--- src/rtl/mem_access.sv ---
// Memory-access pipeline stage: issues lw/lb/lbu/sw/sb over a req/ack bus and
// forwards load data and exception codes to writeback. Define MEM_TIMEOUT_EN to add a bus-error timeout.
`ifndef TRAP_OVERFLOW
`define TRAP_OVERFLOW  8'h01
`endif
`ifndef TRAP_UNALIGNED
`define TRAP_UNALIGNED 8'h04
`endif
`ifndef TRAP_BUSERR
`define TRAP_BUSERR    8'h05
`endif
`ifndef TRAP_STALL
`define TRAP_STALL     8'hFF
`endif

module mem_access #(
  parameter int TIMEOUT_CYCLES = 64
) (
  input  logic        clk,
  input  logic        rst,
  input  logic [2:0]  mem_op,
  input  logic [31:0] alu_val,
  input  logic [31:0] store_val,
  input  logic [7:0]  exception_in,
  output logic [31:0] out_val,
  output logic [7:0]  exception,
  output logic        stall,
  output logic        mem_req,
  output logic        mem_we,
  output logic [31:0] mem_addr,
  output logic [31:0] mem_wdata,
  output logic [3:0]  mem_be,
  input  logic        mem_ack,
  input  logic [31:0] mem_rdata
);

  typedef enum logic {IDLE, BUSY} state_t;

  localparam logic [2:0] OP_NONE = 3'd0;
  localparam logic [2:0] OP_LW   = 3'd1;
  localparam logic [2:0] OP_LB   = 3'd2;
  localparam logic [2:0] OP_LBU  = 3'd3;
  localparam logic [2:0] OP_SW   = 3'd4;
  localparam logic [2:0] OP_SB   = 3'd5;

  state_t      state_q, state_d;
  logic [2:0]  op_q, op_d;
  logic [1:0]  off_q, off_d;
  logic [31:0] out_val_q, out_val_d;
  logic [7:0]  exception_q, exception_d;
  logic        stall_q, stall_d;
  logic        mem_req_q, mem_req_d;
  logic        mem_we_q, mem_we_d;
  logic [31:0] mem_addr_q, mem_addr_d;
  logic [31:0] mem_wdata_q, mem_wdata_d;
  logic [3:0]  mem_be_q, mem_be_d;

`ifdef MEM_TIMEOUT_EN
  localparam int CW = $clog2(TIMEOUT_CYCLES + 1);
  logic [CW-1:0] cnt_q, cnt_d;
`endif

  logic [7:0]  rd_byte;
  logic [31:0] load_val;

  // Byte n of the bus lives in lane mem_rdata[8n+7:8n].
  always_comb begin
    rd_byte = mem_rdata[8*off_q +: 8];
    case (op_q)
      OP_LW:   load_val = mem_rdata;
      OP_LB:   load_val = {{24{rd_byte[7]}}, rd_byte};
      OP_LBU:  load_val = {24'd0, rd_byte};
      default: load_val = 32'd0;
    endcase
  end

  always_comb begin
    state_d     = state_q;
    op_d        = op_q;
    off_d       = off_q;
    out_val_d   = out_val_q;
    exception_d = exception_q;
    stall_d     = stall_q;
    mem_req_d   = mem_req_q;
    mem_we_d    = mem_we_q;
    mem_addr_d  = mem_addr_q;
    mem_wdata_d = mem_wdata_q;
    mem_be_d    = mem_be_q;
`ifdef MEM_TIMEOUT_EN
    cnt_d       = cnt_q;
`endif
    case (state_q)
      IDLE: begin
        stall_d   = 1'b0;
        mem_req_d = 1'b0;
        if (exception_in != 8'd0) begin
          exception_d = exception_in;
          out_val_d   = 32'd0;
        end else begin
          case (mem_op)
            OP_NONE: begin
              out_val_d   = alu_val;
              exception_d = 8'd0;
            end
            OP_LW, OP_LB, OP_LBU, OP_SW, OP_SB: begin
              if ((mem_op == OP_LW || mem_op == OP_SW) && alu_val[1:0] != 2'b00) begin
                exception_d = `TRAP_UNALIGNED;
                out_val_d   = 32'd0;
              end else begin
                mem_req_d   = 1'b1;
                mem_addr_d  = {alu_val[31:2], 2'b00};
                mem_we_d    = (mem_op == OP_SW) || (mem_op == OP_SB);
                mem_be_d    = (mem_op == OP_LW || mem_op == OP_SW) ? 4'b1111
                                                                   : (4'b0001 << alu_val[1:0]);
                mem_wdata_d = (mem_op == OP_SB) ? {4{store_val[7:0]}} : store_val;
                stall_d     = 1'b1;
                exception_d = `TRAP_STALL;
                op_d        = mem_op;
                off_d       = alu_val[1:0];
                state_d     = BUSY;
`ifdef MEM_TIMEOUT_EN
                cnt_d       = '0;
`endif
              end
            end
            default: begin
              exception_d = `TRAP_STALL;
              out_val_d   = 32'd0;
            end
          endcase
        end
      end
      BUSY: begin
        stall_d     = 1'b1;
        exception_d = `TRAP_STALL;
        if (mem_ack) begin
          mem_req_d   = 1'b0;
          mem_we_d    = 1'b0;
          stall_d     = 1'b0;
          exception_d = 8'd0;
          out_val_d   = load_val;
          state_d     = IDLE;
        end
`ifdef MEM_TIMEOUT_EN
        // A same-cycle ack wins over the timeout because it is tested first.
        else if (cnt_q == CW'(TIMEOUT_CYCLES - 1)) begin
          mem_req_d   = 1'b0;
          mem_we_d    = 1'b0;
          stall_d     = 1'b0;
          exception_d = `TRAP_BUSERR;
          out_val_d   = 32'd0;
          state_d     = IDLE;
        end else begin
          cnt_d = cnt_q + 1'b1;
        end
`endif
      end
      default: state_d = IDLE;
    endcase
  end

  always_ff @(posedge clk) begin
    if (rst) begin
      state_q     <= IDLE;
      op_q        <= OP_NONE;
      off_q       <= 2'd0;
      out_val_q   <= 32'd0;
      exception_q <= `TRAP_STALL;
      stall_q     <= 1'b0;
      mem_req_q   <= 1'b0;
      mem_we_q    <= 1'b0;
      mem_addr_q  <= 32'd0;
      mem_wdata_q <= 32'd0;
      mem_be_q    <= 4'd0;
`ifdef MEM_TIMEOUT_EN
      cnt_q       <= '0;
`endif
    end else begin
      state_q     <= state_d;
      op_q        <= op_d;
      off_q       <= off_d;
      out_val_q   <= out_val_d;
      exception_q <= exception_d;
      stall_q     <= stall_d;
      mem_req_q   <= mem_req_d;
      mem_we_q    <= mem_we_d;
      mem_addr_q  <= mem_addr_d;
      mem_wdata_q <= mem_wdata_d;
      mem_be_q    <= mem_be_d;
`ifdef MEM_TIMEOUT_EN
      cnt_q       <= cnt_d;
`endif
    end
  end

  assign out_val   = out_val_q;
  assign exception = exception_q;
  assign stall     = stall_q;
  assign mem_req   = mem_req_q;
  assign mem_we    = mem_we_q;
  assign mem_addr  = mem_addr_q;
  assign mem_wdata = mem_wdata_q;
  assign mem_be    = mem_be_q;

endmodule
--- config.mk ---
export PLATFORM = sky130hd
export DESIGN_NAME = mem_access
export DESIGN_NICKNAME = d
export VERILOG_FILES = /design/src/rtl/mem_access.sv
export SDC_FILE = /design/constraint.sdc
export NUM_CORES = 1
export LEC_CHECK = 0
export ABC_CLOCK_PERIOD_IN_PS = 5650
export CAP_MARGIN = 10
export CORE_MARGIN = 2
export CORE_UTILIZATION = 46
export DETAILED_ROUTE_END_ITERATION = 8
export GPL_ROUTABILITY_DRIVEN = 0
export GPL_TIMING_DRIVEN = 0
export PLACE_DENSITY = 0.92
export SETUP_SLACK_MARGIN = 0.15
export SYNTH_ARGS = -nofsm -noshare
export SYNTH_HDL_FRONTEND = slang
export SYNTH_SLANG_ARGS = --single-unit
--- constraint.sdc ---
create_clock -name clk -period 5.65 [get_ports clk]
set_input_delay 0.565 -clock clk [delete_from_list [all_inputs] [get_ports clk]]
set_output_delay 0.565 -clock clk [all_outputs]
set_load 0.01 [all_outputs]
# After elaboration in Yosys (flattened, before gate mapping)
# Cells that the tools add are included.
dict set report word_totals {
  regBits 114
  latchBits 0
  ramBits 0
  mem_bits_ro 0
  output_inout_bits 111
  word_cells 62
  mem_count 0
}
dict set report classes {
  n_addsub 0
  multipliers 0
  div_mod_pow 0
  n_lt_le_gt_ge 0
  n_eq_ne 13
  shift 2
  n_mux 24
  bitwise 3
  reduce_logical 10
}
# op count
set op_table {}
lappend op_table {{two-way mux 32 bit} 4}
lappend op_table {{case mux 32 bit (2 select lines)} 2}
lappend op_table {{case mux 32 bit (3 select lines)} 1}
lappend op_table {{case mux 8 bit (2 select lines)} 2}
lappend op_table {{variable part select 32 x 6 -> 8 bit} 1}
lappend op_table {{two-way mux 8 bit} 3}
lappend op_table {{equality test 3 x 2 -> 1 bit, second input constant} 4}
lappend op_table {{two-way mux 1 bit} 8}
lappend op_table {{AND reduction 4 bit} 2}
lappend op_table {{nonzero test 8 bit} 1}
lappend op_table {{equality test 3 x 1 -> 1 bit, second input constant} 2}
lappend op_table {{equality test 3 bit, second input constant} 2}
lappend op_table {{!= test 2 bit, second input constant} 3}
lappend op_table {{case mux 1 bit (2 select lines)} 3}
lappend op_table {{OR reduction 5 bit} 1}
lappend op_table {{two-way mux 4 bit} 1}
lappend op_table {{!= test 4 bit, second input constant} 1}
lappend op_table {{<< shifter 1 x 2 -> 4 bit, first input constant} 1}
lappend op_table {{logical NOT 3 bit} 1}
lappend op_table {{inverter 1 bit} 3}
lappend op_table {{logical OR 1 bit} 2}
lappend op_table {{!= test 2 x 1 -> 1 bit, second input constant} 1}
lappend op_table {{AND reduction 2 bit} 1}
lappend op_table {{nonzero test 2 bit} 1}
lappend op_table {{logical AND 1 bit} 1}

# Longest topological paths before layout
# Gate-level depths: netlist of run 1.
dict set report logic_depth {
  word_depth 7
  depth_mapped 8
  ltp_nobuf 4
}

# Worst setup path after synthesis of run 1
# No wires, ideal clock.
dict set report synth_timing {
  path_kind {input -> register}
  startpoint {input port exception_in[0]}
  endpoint {register op_q[2]}
  setup_time_ps 70
  arrival_ps 2225
  t_required_ps 5580
  slack_ps 3354
  cell_stages 5
  n_path_buf 1
  cell_sequence {or4_1 > or3_1 > buf_2 > or4b_1 > a21oi_1}
}
dict set report synth_between {
  elab_chain_cells 3
}
# element line
set synth_lines {}
lappend synth_lines {{start, declared} 24} ;# input logic [7:0] exception_in,
lappend synth_lines {{nonzero test 8 bit} 96} ;# if (exception_in != 8'd0) begin
lappend synth_lines {{inverter 1 bit (no source line)} n/a}
lappend synth_lines {{AND reduction 4 bit (no source line)} n/a}
lappend synth_lines {{end signal, assigned} 180} ;# op_q <= op_d;
lappend synth_lines {{end, declared} 47} ;# logic [2:0] op_q, op_d;
# Every way passes these cells.
# A chain may end at the register's enable or synchronous reset.

# Final worst setup path of run 1
dict set report layout_timing {
  startpoint {input port mem_op[0]}
  endpoint {register mem_wdata_q[4], in the netlist mem_wdata[4]}
}
dict set report layout_between {
  elab_chain_cells 5
}
# element line
set layout_lines {}
lappend layout_lines {{start, declared} 21} ;# input logic [2:0] mem_op,
lappend layout_lines {{equality test 3 x 1 -> 1 bit or equality test 3 bit (tied branches)} {100, 106}}
lappend layout_lines {{logical OR 1 bit} 106} ;# if ((mem_op == OP_LW || mem_op == OP_SW) && alu_val[1:0] != 2'b00) begin
lappend layout_lines {{logical AND 1 bit} 106}
lappend layout_lines {{inverter 1 bit (no source line)} n/a}
lappend layout_lines {{AND reduction 4 bit (no source line) *} n/a}
lappend layout_lines {{end signal, assigned} 188} ;# mem_wdata_q <= mem_wdata_d;
lappend layout_lines {{end, declared} 55} ;# logic [31:0] mem_wdata_q, mem_wdata_d;
# Mark *: on every way between the ends. The rest lies on a longest branch, timed or not.

==> results of run 1 <==
==> per-stage QoR <==
step	worst slack [ps]	util, %	hold WS (ps)	cell area [sq um]	cells
after floorplan	3354	-	452.4	5291	629
after global placement	2453	67.33	442.9	7622	987
after detailed placement	2388	67.33	457.5	7622	987
after CTS	2803	72.46	465.2	8203	1019
after global routing	2626	72.46	499.2	8203	1019
final	2712	72.46	468.4	8203	1019
==> worst max-delay path: cells and delay by family <==
family	cells	cell delay [ps]
XOR/XNOR	1	240
AND/OR/NAND/NOR	1	170
buffers and inverters	3	1450
AO/OA/AOI/OAI	2	830
==> power groups by stage <==
stage / clock network, uW / registers, uW / logic [uW]
after floorplan: 0 / 829 / 73.5
after CTS: 1050 / 810 / 203
after global placement: 0 / 827 / 199
final: 1050 / 810 / 210
after global routing: 1100 / 810 / 221
after detailed placement: 0 / 827 / 201
==> sequential cells by signal, summed over array words and instances (netlist names) <==
signal and flops:
mem_wdata 32, out_val 32, mem_addr 30, exception 8
mem_be 4, op_q 3, off_q 2, mem_req 1
mem_we 1, stall 1
==> routing by layer <==
metal	GRT usage [%]	vias up
met2	51.54	452
met3	11.32	101
li1	-	2867
met1	40.84	2899
met5	0	-
met4	14.98	0
==> cell type report <==
class	count	area, sq um
well taps	143	178.9
clock inverters	13	137.6
flip-flops and latches	114	2282
multi-input cells	426	2659
plain buffers	73	290.3
inverters	16	60.06
fillers	829	3118
repair buffers	215	2152
clock buffers	19	442.9
==> kinds of logic after synthesis <==
logic type	after synthesis	share of synthesized area (%)
xor gates and xnor gates	4	0.6627
and+or+nand+nor	115	12.42
muxes	16	3.029
DFF	114	43.16
AOI/OAI and AO/OA	289	34.03
buffers and inverters	89	6.626
other	1	0.07092
==> worst min path at each step <==
stage                       startpoint           end  cells past startpoint
after floorplan                op_q[0]       op_q[0]                      2
after global placement         mem_req       mem_req                      2
after detailed placement       mem_req       mem_req                      2
after CTS                      mem_req       mem_req                      2
after global routing      mem_addr[18]  mem_addr[18]                      2
final                          mem_req       mem_req                      2
==> layout by cell type (no fill, tap or decap), drive strengths merged, types with 2 or more instances in the layout <==
cell           count
a21oi             97
inv               16
buf               10
or4                2
nor3               3
a32o               3
conb               2
o311ai            24
clkbuf            82
clkinv             8
clkdlybuf4s50    215
a22oi             24
o22ai              8
a211oi            24
nand4              2
o21ai             61
nand3b             2
dfxtp            114
nand2b            25
or3                2
xor2               3
a31oi             25
bufinv             2
and2               2
clkinvlp           3
a221oi             9
nand2              2
mux2i             16
nor2b              3
and3               7
nor2              14
o211ai             2
a41oi              7
nand3             43
nor4               4
==> out/metrics.yaml, run 1 <==
status: "finished clean"
grt_max_degree: 17
clk_latency_ps: 410
cts_hold_buffers: 0
post_drt_wl_per_cell_microns: 20.56
fmax_ghz: 0.3403
worst-setup-path-type: "in2reg"
antenna_found_initial: 0
final_layout_size_suffix_gt1_share_pct: 5.023
critPathLaunchType: "input port"
postCtsSetupRepairBufs: 0
critPathMaxFanout: 10
powerDensity_nw_per_um2: 252.4
yosys.cell_count.top_type: "dfxtp_1"
timing.rr.start: "off_q[1]"
critPathLaunch: "mem_op[0]"
path_cells: "clkdlybuf4s50_1, xor2_1, a221oi_1, clkbuf_1, clkbuf_1, nand3_1, a21oi_1"
skew_ps: 6.312
ys_ff_latch: 114
power_uw: 2070
firstDrtPassIters: 7
static-leakage-power_uw: 0.002658
insertedDiodeCount: 0
portBuffers: 215
synthArstFlopShare_pct: 0
p_int_uw: 1566
clk_pin_slew_worst_paths_ps: 50
ctsHtreeMaxLevel: 4
final_nets: 973
synthCells: 628
synth_edf_count: 0
crit_path_end_kind: "flip-flop"
fin_setup_tns_ps: 0
cts_buffer_depth: 2
grt_use_total_pct: 32.88
grt_pass1_vias: 6101
combinationalPowerShare_pct: 10.1
max_cap_violations: 0
synth_ff_type: "dfxtp_1"
wl_microns: 20960
final_hold_viol_count: 0
reg2regPathDepth: 6
rows: 39
ys_types: 47
seqPwrFrac_pct: 39.1
vdd.ir_drop.worst_mv: 0.2375
setup_viol: 0
cts_tree: "built"
drtIter0Drc: 691
synth_top_cells_by_area: "dfxtp_1 43%, a21oi_1 9.2%, o21ai_0 5.2%, clkbuf_1 4.5%, nand3_1 4.1%"
synth_area_leader_cell: "dfxtp_1"
viasPerCell: 6.201
period_needed_ps: 2938
root_buffer: "clkbuf_16"
p_sw_uw: 504.4
worstPathRequired_ps: 5980
worstMarginPinSlew_ps: 705.3
synth.yosys.seq_area_share_pct: 43.16
critPathMostFrequentCell: "clkbuf_1"
wl_met2_microns: 9338
vias: 6319
grt_pass1_wl_microns: 32460
crit_path_max_incr_delay_ps: 650
cp-endpoint: "mem_wdata[4]"
hold_path.class: "reg2reg"
timing.final.crit_share_pct: 52.01
rrSetupSlack_ps: 3190
cts.sinks: 114
synth_common_cells: "114 x dfxtp_1, 97 x a21oi_1, 63 x clkbuf_1"
numCtsBuffers: 17
worstPathArrival_ps: 3270
grt_setup_unrepaired: "false"
die-area_sq_um: 12370
die-width_microns: 111.2
drcViolationCount: 0
post_synth.cell_area_avg_sq_um: 8.420
core_area_sq_um: 11320
syn_area_sq_um: 5288
m1WireLength_microns: 8191
ant_nets: 0
start_util_pct: 46.71
dp_hpwl_microns: 15420
wl_met3_microns: 2364
synth_top_area_share_pct: 43.16
grt_overflow_total: 0
dieHeight_microns: 111.2
rr_endpoint: "out_val[4]"
clkPwrFrac_pct: 50.7
synth-warning-count: 0
sw_frac_of_total_pct: 24.37
area_growth_pct: 55.13
crit_slowest_cell: "a221oi_1"
slew_headroom_pct: 52.98
slew_viol_final: 0
io_pins: 221
cts_resized: 0
top_layer: "met4"
Power figures use the tool's default switching activity.
==> run 2, diff against run 1 <==
Settings changed: ABC_CLOCK_PERIOD_IN_PS 5650 to 2500, CORE_UTILIZATION 46 to 39, PLACE_DENSITY 0.92 to 0.84.
Clock period 5.65 ns to 2.5 ns, I/O delays scaled along.
==> out/metrics.yaml, run 2 (synthesis results as in run 1) <==
portBuffers: 215  # unchanged
critPathMaxFanout: 10  # unchanged
grt_setup_unrepaired: "false"
ant_nets: 0  # unchanged
grt_overflow_total: 0  # unchanged
crit_slowest_cell: "or4_4"
clkPwrFrac_pct: 49.3  # -1.4 points
hold_path.class: "in2reg"
final_hold_viol_count: 0  # unchanged
ctsHtreeMaxLevel: 4  # unchanged
setup_viol: 0  # unchanged
seqPwrFrac_pct: 40.2  # +1.1 points
design_area_sq_um: 8294  # +1.1%
wl_microns: 21460  # +2.4%
core_area_sq_um: 13240  # +17%
critical-path-top-delay-family: "simple AND/OR/NAND/NOR gates"
grt_pass1_wl_microns: 32220  # -0.74%
clk_latency_ps: 420  # about the same
dp.cells: 1020  # +3.3%
critPathBufInv: 2  # -1
grt_pass1_vias: 5892  # -3.4%
insertedDiodeCount: 0  # unchanged
timing.final.crit_share_pct: 91.75
p_int_uw: 3484  # +120%
status: "finished clean"
post_drt_wl_per_cell_microns: 20.34  # -1.1%
vias: 6319  # unchanged
skew_ps: 7.824  # +1.512 ps
drtIter0Drc: 683  # -1.2%
max_cap_violations: 0  # unchanged
dieHeight_microns: 120.4  # +8.3%
worstMarginPinSlew_ps: 626.0  # -79.29 ps
grt_use_total_pct: 28.88  # -4.0 points
die-area_sq_um: 14510  # +17%
path_cells: "clkdlybuf4s50_1, or4_4, or3_1, buf_2, o21ai_1, o21ai_0"
cts.sinks: 114  # unchanged
placed_cell_area_sq_um: 7664  # +0.54%
clk_pin_slew_worst_paths_ps: 60  # about the same
slew_viol_final: 0  # unchanged
drcViolationCount: 0  # unchanged
root_buffer: "clkbuf_16"
final_nets: 977  # +0.41%
io_pins: 221  # unchanged
fin_util_pct: 62.63  # -9.8 points
rows: 42  # +7.7%
grt_max_degree: 17  # unchanged
final_layout_size_suffix_gt1_share_pct: 6.598  # +1.6 points
crit_path_end_kind: "flip-flop"
start_util_pct: 39.93  # -6.8 points
worstPathRequired_ps: 2770  # -3210 ps
p_sw_uw: 1077  # +110%
antenna_found_initial: 0  # unchanged
powerDensity_nw_per_um2: 549.8  # +120%
viasPerCell: 5.990  # -3.4%
fillers: 1175  # +42%
cts_buffer_depth: 2  # unchanged
slew_headroom_pct: 57.99  # +5.0 points
worst-setup-path-type: "in2reg"
cts_tree: "built"
fin_cells: 1055  # +3.5%
period_needed_ps: 2294
sw_frac_of_total_pct: 23.61  # -0.76 points
final_common_cell: "clkdlybuf4s50_1"
die-width_microns: 120.4  # +8.3%
vdd.ir_drop.worst_mv: 0.4427  # +86%
static-leakage-power_uw: 0.002713  # +2.1%
fmax_ghz: 0.4360
worstPathArrival_ps: 2560  # -710 ps
final_cell_mix: "215 x clkdlybuf4s50_1, 114 x dfxtp_1, 96 x a21oi_1, 59 x clkbuf_1, 55 x o21ai_0"
numCtsBuffers: 17  # unchanged
dp_hpwl_microns: 16170  # +4.9%
combinationalPowerShare_pct: 10.5  # +0.4 points
area_growth_pct: 56.86
firstDrtPassIters: 5  # -2
critPathLaunchType: "input port"
crit_path_max_incr_delay_ps: 600  # -50 ps
run 2: cell types whose count changed in the layout (fill, tap and decap cells not counted), moves of 2 or more:
cell | previous run | this run
o311ai_0 | 24 | 6
clkbuf_8 | 1 | 3
clkbuf_1 | 64 | 59
clkinvlp_4 | 3 | 0
buf_4 | 2 | 8
clkinv_4 | 4 | 0
o311ai_1 | 0 | 17
clkbuf_2 | 0 | 7
run 2: worst reg2reg max path, stage by stage (launching register included):
cell      delay [ps]
dfxtp_1          340
clkbuf_2         250
nor2b_2          420
clkbuf_1         370
nor2_1           130
o21ai_1          370
o21ai_0          190
run 2: what timing repair did:
action | CTS | global route
cloned | 0 | 0
pin swaps | 0 | 2
endpoints found under the setup margin | 41 | 100
gates resized for setup | 3 | 41
setup buffers | 0 | 5
hold buffers | 0 | 0
run 2: cell type report:
cell class / instances / area (sq um) / area share, %
multi-input combinational: 426 / 2700 / 32.55
sequential: 114 / 2282 / 27.52
timing repair buffer: 220 / 2190 / 26.40
clock buffer: 25 / 485.5 / 5.853
buffer: 72 / 301.5 / 3.636
tap: 176 / 220.2 / 2.655
inverter: 16 / 60.06 / 0.7241
clock inverter: 6 / 55.05 / 0.6638
run 2: layer usage:
| layer | vias up | wire length (microns) | GRT usage, % |
|---|---|---|---|
| li1 | 2873 | - | - |
| met1 | 2997 | 8858 | 38.11 |
| met2 | 383 | 9783 | 44.10 |
| met3 | 66 | 2018 | 8.726 |
| met4 | 0 | 799 | 11.63 |
| met5 | - | 0 | 0 |
run 2: path summary, 6_finish.rpt:
path	from	end	slack, ps	cells after the start
setup / recovery	exception_in[4]	out_val[0]	210	6
hold / removal	alu_val[1]	off_q[1]	280	3
setup reg to reg	stall	out_val[0]	280	6
hold reg to reg	mem_req	mem_req	460	2
run 2: power by group through the flow:
stage               Sequential (uW)  Combinational, uW  Clock, uW
floorplan                      1870                166          0
global placement               1870                452          0
detailed placement             1870                457          0
CTS                            1830                461       2270
global route                   1830                510       2350
finish                         1830                480       2250
run 2: per-stage QoR:
| stage | hold WS, ps | setup TNS [ps] | setup slack [ps] | total power [uW] |
|---|---|---|---|---|
| floorplan | 375.2 | 0 | 519.2 | 2041 |
| global placement | 442.3 | -27900 | -475.9 | 2321 |
| detailed placement | 449.9 | -28980 | -488.7 | 2326 |
| CTS | 269.5 | 0 | 105.7 | 4558 |
| global route | 322.4 | 0 | 149.1 | 4689 |
| finish | 282.6 | 0 | 206.3 | 4561 |
